[src/rtl/fifo_arb_pkg.sv]
// Shared types and the rotating-priority pick helper for the FIFO
// write arbiter. No ports; imported by rr_find_first and fifo_wr_arbiter.
package fifo_arb_pkg;

  localparam int MAX_REQ = 16;

  typedef enum logic {
    IDLE,
    GRANT
  } arb_state_t;

  typedef struct packed {
    logic       found;
    logic [3:0] idx;
  } pick_t;

  // First set bit at or above start, wrapping modulo n (n <= 16).
  function automatic pick_t rr_pick(
    input logic [MAX_REQ-1:0] req,
    input logic [3:0]         start,
    input int                 n
  );
    pick_t p;
    int    j;
    p = '0;
    for (int i = 0; i < MAX_REQ; i++) begin
      if (i < n) begin
        j = int'(start) + i;
        if (j >= n) j = j - n;
        if (!p.found && req[j[3:0]]) begin
          p.found = 1'b1;
          p.idx   = j[3:0];
        end
      end
    end
    return p;
  endfunction

endpackage

[src/rtl/rr_find_first.sv]
// Rotating priority encoder: first requester at or above start.
// Ports: req, start in; found, idx out. Purely combinational.
module rr_find_first
  import fifo_arb_pkg::*;
#(
  parameter int NUM_REQ = 4,
  parameter int IDX_W   = 2
) (
  input  logic [NUM_REQ-1:0] req,
  input  logic [IDX_W-1:0]   start,
  output logic               found,
  output logic [IDX_W-1:0]   idx
);

  pick_t p;

  always_comb begin
    p = rr_pick(MAX_REQ'(req), 4'(start), NUM_REQ);
  end

  assign found = p.found;
  assign idx   = IDX_W'(p.idx);

endmodule

[src/rtl/fifo_wr_arbiter.sv]
// Round-robin arbiter sharing one FIFO write port, bursts capped at
// MAX_BURST writes per grant and throttled by the FIFO full flag.
// Ports: clk, rst (sync, high), req, full in; gnt, gnt_idx, ack, wr out.
// FIFO_WR_ARB_STATS_EN adds saturating wr_count and stall_count.
module fifo_wr_arbiter
  import fifo_arb_pkg::*;
#(
  parameter int NUM_REQ   = 4,
  parameter int MAX_BURST = 4,
  parameter int CNT_W     = 16,
  localparam int IDX_W    = (NUM_REQ > 1) ? $clog2(NUM_REQ) : 1,
  localparam int BC_W     = $clog2(MAX_BURST + 1)
) (
  input  logic               clk,
  input  logic               rst,
  input  logic [NUM_REQ-1:0] req,
  input  logic               full,
  output logic [NUM_REQ-1:0] gnt,
  output logic [IDX_W-1:0]   gnt_idx,
  output logic [NUM_REQ-1:0] ack,
  output logic               wr
`ifdef FIFO_WR_ARB_STATS_EN
  ,
  output logic [CNT_W-1:0]   wr_count,
  output logic [CNT_W-1:0]   stall_count
`endif
);

  arb_state_t         state, state_n;
  logic [NUM_REQ-1:0] gnt_n;
  logic [IDX_W-1:0]   gnt_idx_n;
  logic [IDX_W-1:0]   rr_ptr, rr_ptr_n;
  logic [IDX_W-1:0]   nxt_idx, start, win;
  logic [BC_W-1:0]    burst_cnt, burst_n;
  logic               found, own_req, last, rel;

  assign nxt_idx = (gnt_idx == IDX_W'(NUM_REQ - 1))
                 ? '0 : gnt_idx + IDX_W'(1);

  // On release the old owner goes to the back of the queue.
  assign start = (state == GRANT) ? nxt_idx : rr_ptr;

  rr_find_first #(
    .NUM_REQ (NUM_REQ),
    .IDX_W   (IDX_W)
  ) u_find (
    .req   (req),
    .start (start),
    .found (found),
    .idx   (win)
  );

  assign own_req = req[gnt_idx];
  assign wr      = (state == GRANT) & own_req & ~full & ~rst;
  assign ack     = wr ? gnt : '0;
  assign last    = (burst_cnt == BC_W'(MAX_BURST - 1));
  assign rel     = ~own_req | (wr & last);

  always_comb begin
    state_n   = state;
    gnt_n     = gnt;
    gnt_idx_n = gnt_idx;
    rr_ptr_n  = rr_ptr;
    burst_n   = burst_cnt;
    unique case (state)
      IDLE: begin
        if (found) begin
          state_n   = GRANT;
          gnt_n     = NUM_REQ'(1) << win;
          gnt_idx_n = win;
          burst_n   = '0;
        end
      end
      GRANT: begin
        if (wr) burst_n = burst_cnt + BC_W'(1);
        if (rel) begin
          rr_ptr_n = nxt_idx;
          burst_n  = '0;
          if (found) begin
            gnt_n     = NUM_REQ'(1) << win;
            gnt_idx_n = win;
          end else begin
            state_n   = IDLE;
            gnt_n     = '0;
            gnt_idx_n = '0;
          end
        end
      end
      default: begin
        state_n = IDLE;
      end
    endcase
  end

  always_ff @(posedge clk) begin
    if (rst) begin
      state     <= IDLE;
      gnt       <= '0;
      gnt_idx   <= '0;
      rr_ptr    <= '0;
      burst_cnt <= '0;
    end else begin
      state     <= state_n;
      gnt       <= gnt_n;
      gnt_idx   <= gnt_idx_n;
      rr_ptr    <= rr_ptr_n;
      burst_cnt <= burst_n;
    end
  end

`ifdef FIFO_WR_ARB_STATS_EN
  always_ff @(posedge clk) begin
    if (rst) begin
      wr_count    <= '0;
      stall_count <= '0;
    end else begin
      if (wr && wr_count != '1)
        wr_count <= wr_count + CNT_W'(1);
      if ((state == GRANT) && own_req && full
          && stall_count != '1)
        stall_count <= stall_count + CNT_W'(1);
    end
  end
`endif

endmodule

[config.mk]
export PLATFORM = sky130hd
export DESIGN_NAME = fifo_wr_arbiter
export DESIGN_NICKNAME = d
export VERILOG_FILES = /design/src/rtl/fifo_arb_pkg.sv /design/src/rtl/rr_find_first.sv /design/src/rtl/fifo_wr_arbiter.sv
export SDC_FILE = /design/constraint.sdc
export NUM_CORES = 1
export LEC_CHECK = 0
export CORE_UTILIZATION = 54
export CTS_CLUSTER_SIZE = 28
export DETAILED_ROUTE_END_ITERATION = 10
export DONT_BUFFER_PORTS = 1
export GPL_TIMING_DRIVEN = 0
export PLACE_DENSITY = 0.69
export SLEW_MARGIN = 20
export SYNTH_ARGS = -nofsm -noshare
export SYNTH_HDL_FRONTEND = slang
export SYNTH_SLANG_ARGS = --single-unit
[constraint.sdc]
create_clock -name clk -period 2.9 [get_ports clk]
set_input_delay 0.58 -clock clk [delete_from_list [all_inputs] [get_ports clk]]
set_output_delay 0.58 -clock clk [all_outputs]
set_load 0.01 [all_outputs]
# Yosys cells after proc, flatten, opt, wreduce, memory -nomap -nowiden
# Index checks and enable logic that the tools add are counted.
# classes
reduce_logical	9
n_shift	1
eq_ne	5
bitwise_logic	9
n_mux	36
n_lt_le_gt_ge	9
addsub	9
# op_table
op	n
32-bit by 4-bit greater-or-equal comparator with 1-bit output (second input constant)	3
4-bit 2-to-1 mux	8
4-bit by 5-bit less-than comparator with 1-bit output (second input constant)	4
5-bit 2-to-1 mux	4
1-bit binary-select mux with 4-bit select	4
4-bit subtractor (second input constant)	3
2-bit 2-to-1 mux	5
3-bit 2-to-1 mux	3
4-bit one-hot mux with 2 select lines	1
1-bit 2-to-1 mux	7
2-bit by 2-bit adder with 3-bit output (second input constant)	2
3-bit one-hot mux with 2 select lines	1
2-bit AND reduction	3
1-bit bitwise AND	4
2-bit by 1-bit inequality test with 1-bit output (second input constant)	2
1-bit NOT	4
2-bit one-hot mux with 2 select lines	1
1-bit by 2-bit << shifter with 4-bit output (first input constant)	1
2-bit by 3-bit subtractor with 4-bit output (second input constant)	1
2-bit by 1-bit adder with 3-bit output (second input constant)	1
3-bit by 1-bit adder with 3-bit output (second input constant)	1
3-bit by 2-bit equality test with 1-bit output (second input constant)	1
2-bit by 3-bit greater-or-equal comparator with 1-bit output (second input constant)	1
1-bit logical AND	3
other kinds (8)	10
# word_totals
elab_cells	83
output_inout_bits	11
reg_bits	12
in_bits	7

# Depth between registers and ports, before layout
# Gate-level depths: netlist (run 1).
# depth
word_depth	21
depth_mapped	13
depth_no_buf	10

# Hierarchy
# A second synthesis (run 1) with hierarchy kept.
# unflattened
cells_unflattened	108
hier_area_um2	968.4
# modules_own_cells
mod	n_inst	area_per_inst_um2	seq_area_each_um2	cells_each
fifo_wr_arbiter	1	658.1	240.2	69
rr_find_first	1	310.3	0.0	39

# Worst setup path after synthesis (run 1)
# No wires, ideal clock.
# synth_path
path_kind	flip-flop to flip-flop
start	register gnt_idx[0]
end	register gnt[1]
path_buffers	1
slack_ns	0.098
path_stages_with_launch	12
t_required_ns	2.783
synth_period_minus_slack_ns	2.802
arrival_ns	2.685
cell_sequence	dfxtp_1 -> ha_1 -> mux2i_1 -> inv_1 -> ha_1 -> clkbuf_1 -> nor4b_1 -> a31oi_1 -> o21ai_0 -> a32o_1 -> a221o_1 -> a32o_1
# synth_between
elab_chain_cells	21
# synth_lines
element	line_no	source
from (decl)	fifo_wr_arbiter.sv:19	output logic [IDX_W-1:0] gnt_idx,
from (signal assigned)	fifo_wr_arbiter.sv:105	gnt_idx <= gnt_idx_n;
2-bit by 1-bit adder with 2-bit output or 2-bit equality test (tied branches)	fifo_wr_arbiter.sv:38, fifo_wr_arbiter.sv:37	
2-bit 2-to-1 mux *	fifo_wr_arbiter.sv:38	? '0 : gnt_idx + IDX_W'(1);
named net nxt_idx[1]	fifo_wr_arbiter.sv:33	logic [IDX_W-1:0] nxt_idx, start, win;
2-bit 2-to-1 mux *	fifo_wr_arbiter.sv:41	assign start = (state == GRANT) ? nxt_idx : rr_ptr;
branches (longest 13 deep; another with 32-bit by 4-bit greater-or-equal comparator with 1-bit output)	--	
5-bit 2-to-1 mux *	fifo_arb_pkg.sv:30	if (!p.found && req[j[3:0]]) begin
1-bit by 2-bit << shifter with 4-bit output	fifo_wr_arbiter.sv:69, fifo_wr_arbiter.sv:80	
4-bit 2-to-1 mux	fifo_wr_arbiter.sv:79	if (found) begin
4-bit 2-to-1 mux	fifo_wr_arbiter.sv:76	if (rel) begin
4-bit one-hot mux with 2 select lines	fifo_wr_arbiter.sv:65	unique case (state)
to (signal assigned)	fifo_wr_arbiter.sv:104	gnt <= gnt_n;
to (decl)	fifo_wr_arbiter.sv:18	output logic [NUM_REQ-1:0] gnt,
# Mark *: on every way through the listed nets, which the timed path passes. The select of a mux whose other input is x is not followed.
# A chain may end at the register's enable or synchronous reset.

# Worst setup path after layout (run 1)
# layout_path
start	register gnt_idx[0]
end	register gnt_idx[1]
# layout_between
elab_chain_cells	20
# layout_lines
element	line_no
2-bit by 1-bit adder with 2-bit output or 2-bit equality test (tied branches)	fifo_wr_arbiter.sv:38, fifo_wr_arbiter.sv:37
2-bit 2-to-1 mux *	fifo_wr_arbiter.sv:38
named net nxt_idx[1]	fifo_wr_arbiter.sv:33
2-bit 2-to-1 mux *	fifo_wr_arbiter.sv:41
branches (longest 13 deep; another with 32-bit by 4-bit greater-or-equal comparator with 1-bit output)	--
5-bit 2-to-1 mux *	fifo_arb_pkg.sv:30
2-bit 2-to-1 mux	fifo_wr_arbiter.sv:79
2-bit 2-to-1 mux	fifo_wr_arbiter.sv:76
2-bit one-hot mux with 2 select lines	fifo_wr_arbiter.sv:65
# Marks and branches as above.

==> impl_results.md, run 1 <==
- Status: completed
- Final setup margin: 137 ps
- Synth Cell Area: 858 µm²
- CTS root buffer: clkbuf_4
- Layout overhead on the synthesized area: 8.89%
- Grt ovf: 0
- Ys flop type: dfxtp_1
- EDFF count, synth: 0
- Minimum clock period: 2760 ps
- Detailed Place HPWL: 1260 µm
- Remaining antenna violation count after routing: 0
- Maximum clock path buffer count: 2
- Min-delay worst type: input port to register
- Post-CTS Resized: 4
- Syn nets: 117
- Die width: between 40 and 50 µm
- Synth Warn #: 0
- Via/cell ratio: just over 6
- Number of cell rows: 14
- Setup violations, final: 0
- Netlist cell types: 35
- Endpoints failing hold: 0
- Die H: between 40 and 50 µm
- Max Cap Violations: 0
- Worst path cell trace: ha_1 > mux2i_4 > inv_1 > ha_4 > o21bai_1 > nand3b_1 > a21o_1 > o311ai_2 > or3b_2 > a21oi_1
- Leak: 0.365 nW
- Worst-margin pin slew: between 600 and 700 ps
- Initial antenna violation count: 0
- Vias in the first global route: approximately 660
- Syn avg cell area: about 8.1 µm²
- Worst-Skew Late Latency: 280 ps
- Largest net degree at the start of global routing: 11
- Post-synthesis cell count: 106
- Nets: approximately 120
- Max FO, Critical Path: 10
- First-pass GRT wire length: about 2800 µm
- Overall routing resource usage: 0.204
- ANT cells: 0
- CP required: between 3000 and 4000 ps
- Arrival time worst endpoint: approximately 3000 ps
- Setup Crit Path Kind: register to register
- Critical Path End Type: register
- Crit-path max cell delay: 510 ps
- Crit share post-route: 0.953
- Worst vdd ir: between 400 and 500 µV
- Die ar.: roughly 0.0018 mm²
- GPL Wtd Cong: 0.759
- FF+latch count, synth: 12
- H-tree depth: 1
- Sum Neg Setup Slack: 0 ps
- Drt wl/cell: approximately 14 µm
- Post-CTS setup buffer count: 0
- Slowest CP cell: or3b_2
- Routed WL: approximately 1700 µm
- I/O Pins: 18
- Async S/R FF share, synth: 0
- Worst setup SP type: register
- Layout cells sized above 1: 0.139
- Router iterations before antenna repair: 4
- Hold Buf Count CTS: 0
- Fmax: 0.362 GHz
- Sequential share of the synthesized area: 0.280
- DP Worst Slack: -339 ps
- Clock slew at reported path FFs: ~70 ps
- Unrepaired setup endpoints after global routing: no
- Starting Density: 0.576
- Initial DRC Count: 26
- Total CTS buffers: 3
- Relative slew slack: 0.587
- Port bufs: 0
- Clock skew: about 4.7 ps
- Final Max Tran Viols: 0
- Via count: approximately 760
- DRC: 0
- Cell Pwr Density: 673 mW/mm²
- CTS tree: done
- Core Region: ~0.0015 mm²
- Clk sinks: 12
==> stage by stage <==
stage               hold WS, ps  utilization  area, µm²  instances  power (mW)
floorplan                   457            -        858        106       0.445
global placement            472        0.590        878        122       0.486
detailed placement          486        0.590        878        122       0.493
CTS                         474        0.608        906        124       0.602
global route                497        0.628        935        124       0.669
finish                      477        0.628        935        124       0.629
==> flip-flops by register name, indices dropped and copies added, names as in the netlist <==
register   count
burst_cnt      3
gnt            4
gnt_idx        2
rr_ptr         2
state          1
==> report_power, final <==
group | internal [mW] | total, mW | leakage, nW | switching [mW]
combinational | 0.138 | 0.288 | 0.252 | 0.151
sequential | 0.197 | 0.237 | 0.0994 | 0.0409
clock | 0.0482 | 0.103 | 0.0138 | 0.0551
total | 0.382 | 0.629 | 0.365 | 0.247
==> final cells by class <==
| cell class | instances | area (µm²) |
|---|---|---|
| multi-input cells | 80 | 581 |
| flip-flops and latches | 12 | 245 |
| inverters | 8 | 32.5 |
| plain buffers | 5 | 33.8 |
| well taps | 16 | 20.0 |
| fillers | 127 | 554 |
| clock buffers | 3 | 22.5 |
==> cells in the mapped netlist, types with 2 or more instances <==
master	count	area share
mux2i_1	3	0.035
nor2_1	11	0.048
a31oi_1	3	0.022
ha_1	4	0.058
a21oi_1	7	0.041
a21boi_0	2	0.017
dfxtp_1	12	0.28
and2_1	4	0.029
o21ai_0	5	0.029
nor3_1	5	0.029
nor2b_1	3	0.022
clkbuf_1	4	0.017
nand2b_1	3	0.022
buf_6	2	0.026
inv_1	7	0.031
a32o_1	3	0.035
nand3b_1	2	0.017
nand2_1	9	0.039
==> critical path: cells and delay by family, from the launching register on <==
family          cells  cell delay [ps]
buf+inv             1              120
fa+ha+maj           2              690
simple gates        2              670
mux                 1              210
compound gates      4              640
flops               1              380
==> cell usage in the layout (no fill, tap or decap), types with 2 or more instances in the layout <==
cell	netlist	routed
dfxtp_1	12	10
nor2_1	11	11
a21boi_0	2	2
o21ai_0	5	5
ha_1	4	3
buf_6	2	2
mux2i_1	3	2
nor2b_1	3	3
nand2_1	9	9
clkbuf_4	0	3
nand2b_1	3	3
a32o_1	3	3
nor3_1	5	5
and2_1	4	4
clkbuf_1	4	3
a31oi_1	3	3
inv_1	7	7
nand3b_1	2	2
a21oi_1	7	7
==> kinds of logic after synthesis <==
group	after synthesis	synth area share
AND/OR/NAND/NOR	43	0.267
buffers and inverters	14	0.0816
AO/OA/AOI/OAI	28	0.222
adder cells (fa/ha/maj)	4	0.0583
flip-flops	12	0.280
multiplexers	5	0.0918
==> per-layer routing <==
metal	GRT usage	routed length (µm)	vias up	share of wire
met1	0.275	826	337	0.48
met2	0.294	760	30	0.45
met4	0.110	25	0	0.015
li1	-	-	386	-
met5	0	0	-	0
met3	0.0565	92	2	0.054
==> final timing paths <==
path / from / to / slack [ps] / cells past startpoint
worst max-delay path: gnt_idx[0] / gnt_idx[1] / 140 / 10
worst min-delay path: req[1] / state / 480 / 2
worst max register to register: gnt_idx[0] / gnt_idx[1] / 140 / 10
worst min register to register: burst_cnt[2] / burst_cnt[2] / 500 / 2
Power figures use the tool's default switching activity.
==> run 2, diff against run 1 <==
--- a/config.mk
+++ b/config.mk
@@ -10,6 +10,7 @@
 export DETAILED_ROUTE_END_ITERATION = 10
 export DONT_BUFFER_PORTS = 1
 export GPL_TIMING_DRIVEN = 0
+export HOLD_SLACK_MARGIN = 0.15
 export PLACE_DENSITY = 0.69
 export SLEW_MARGIN = 20
 export SYNTH_ARGS = -nofsm -noshare
==> results of run 2 <==
The final DEF is identical to that of run 1; final timing and power are the same.
==> run 3, diff against run 2 <==
--- a/config.mk
+++ b/config.mk
@@ -12,7 +12,7 @@
 export GPL_TIMING_DRIVEN = 0
 export HOLD_SLACK_MARGIN = 0.15
 export PLACE_DENSITY = 0.69
-export SLEW_MARGIN = 20
 export SYNTH_ARGS = -nofsm -noshare
 export SYNTH_HDL_FRONTEND = slang
 export SYNTH_SLANG_ARGS = --single-unit
+export TNS_END_PERCENT = 5
==> results of run 3 <==
The final DEF is identical to that of run 1; final timing and power are the same.
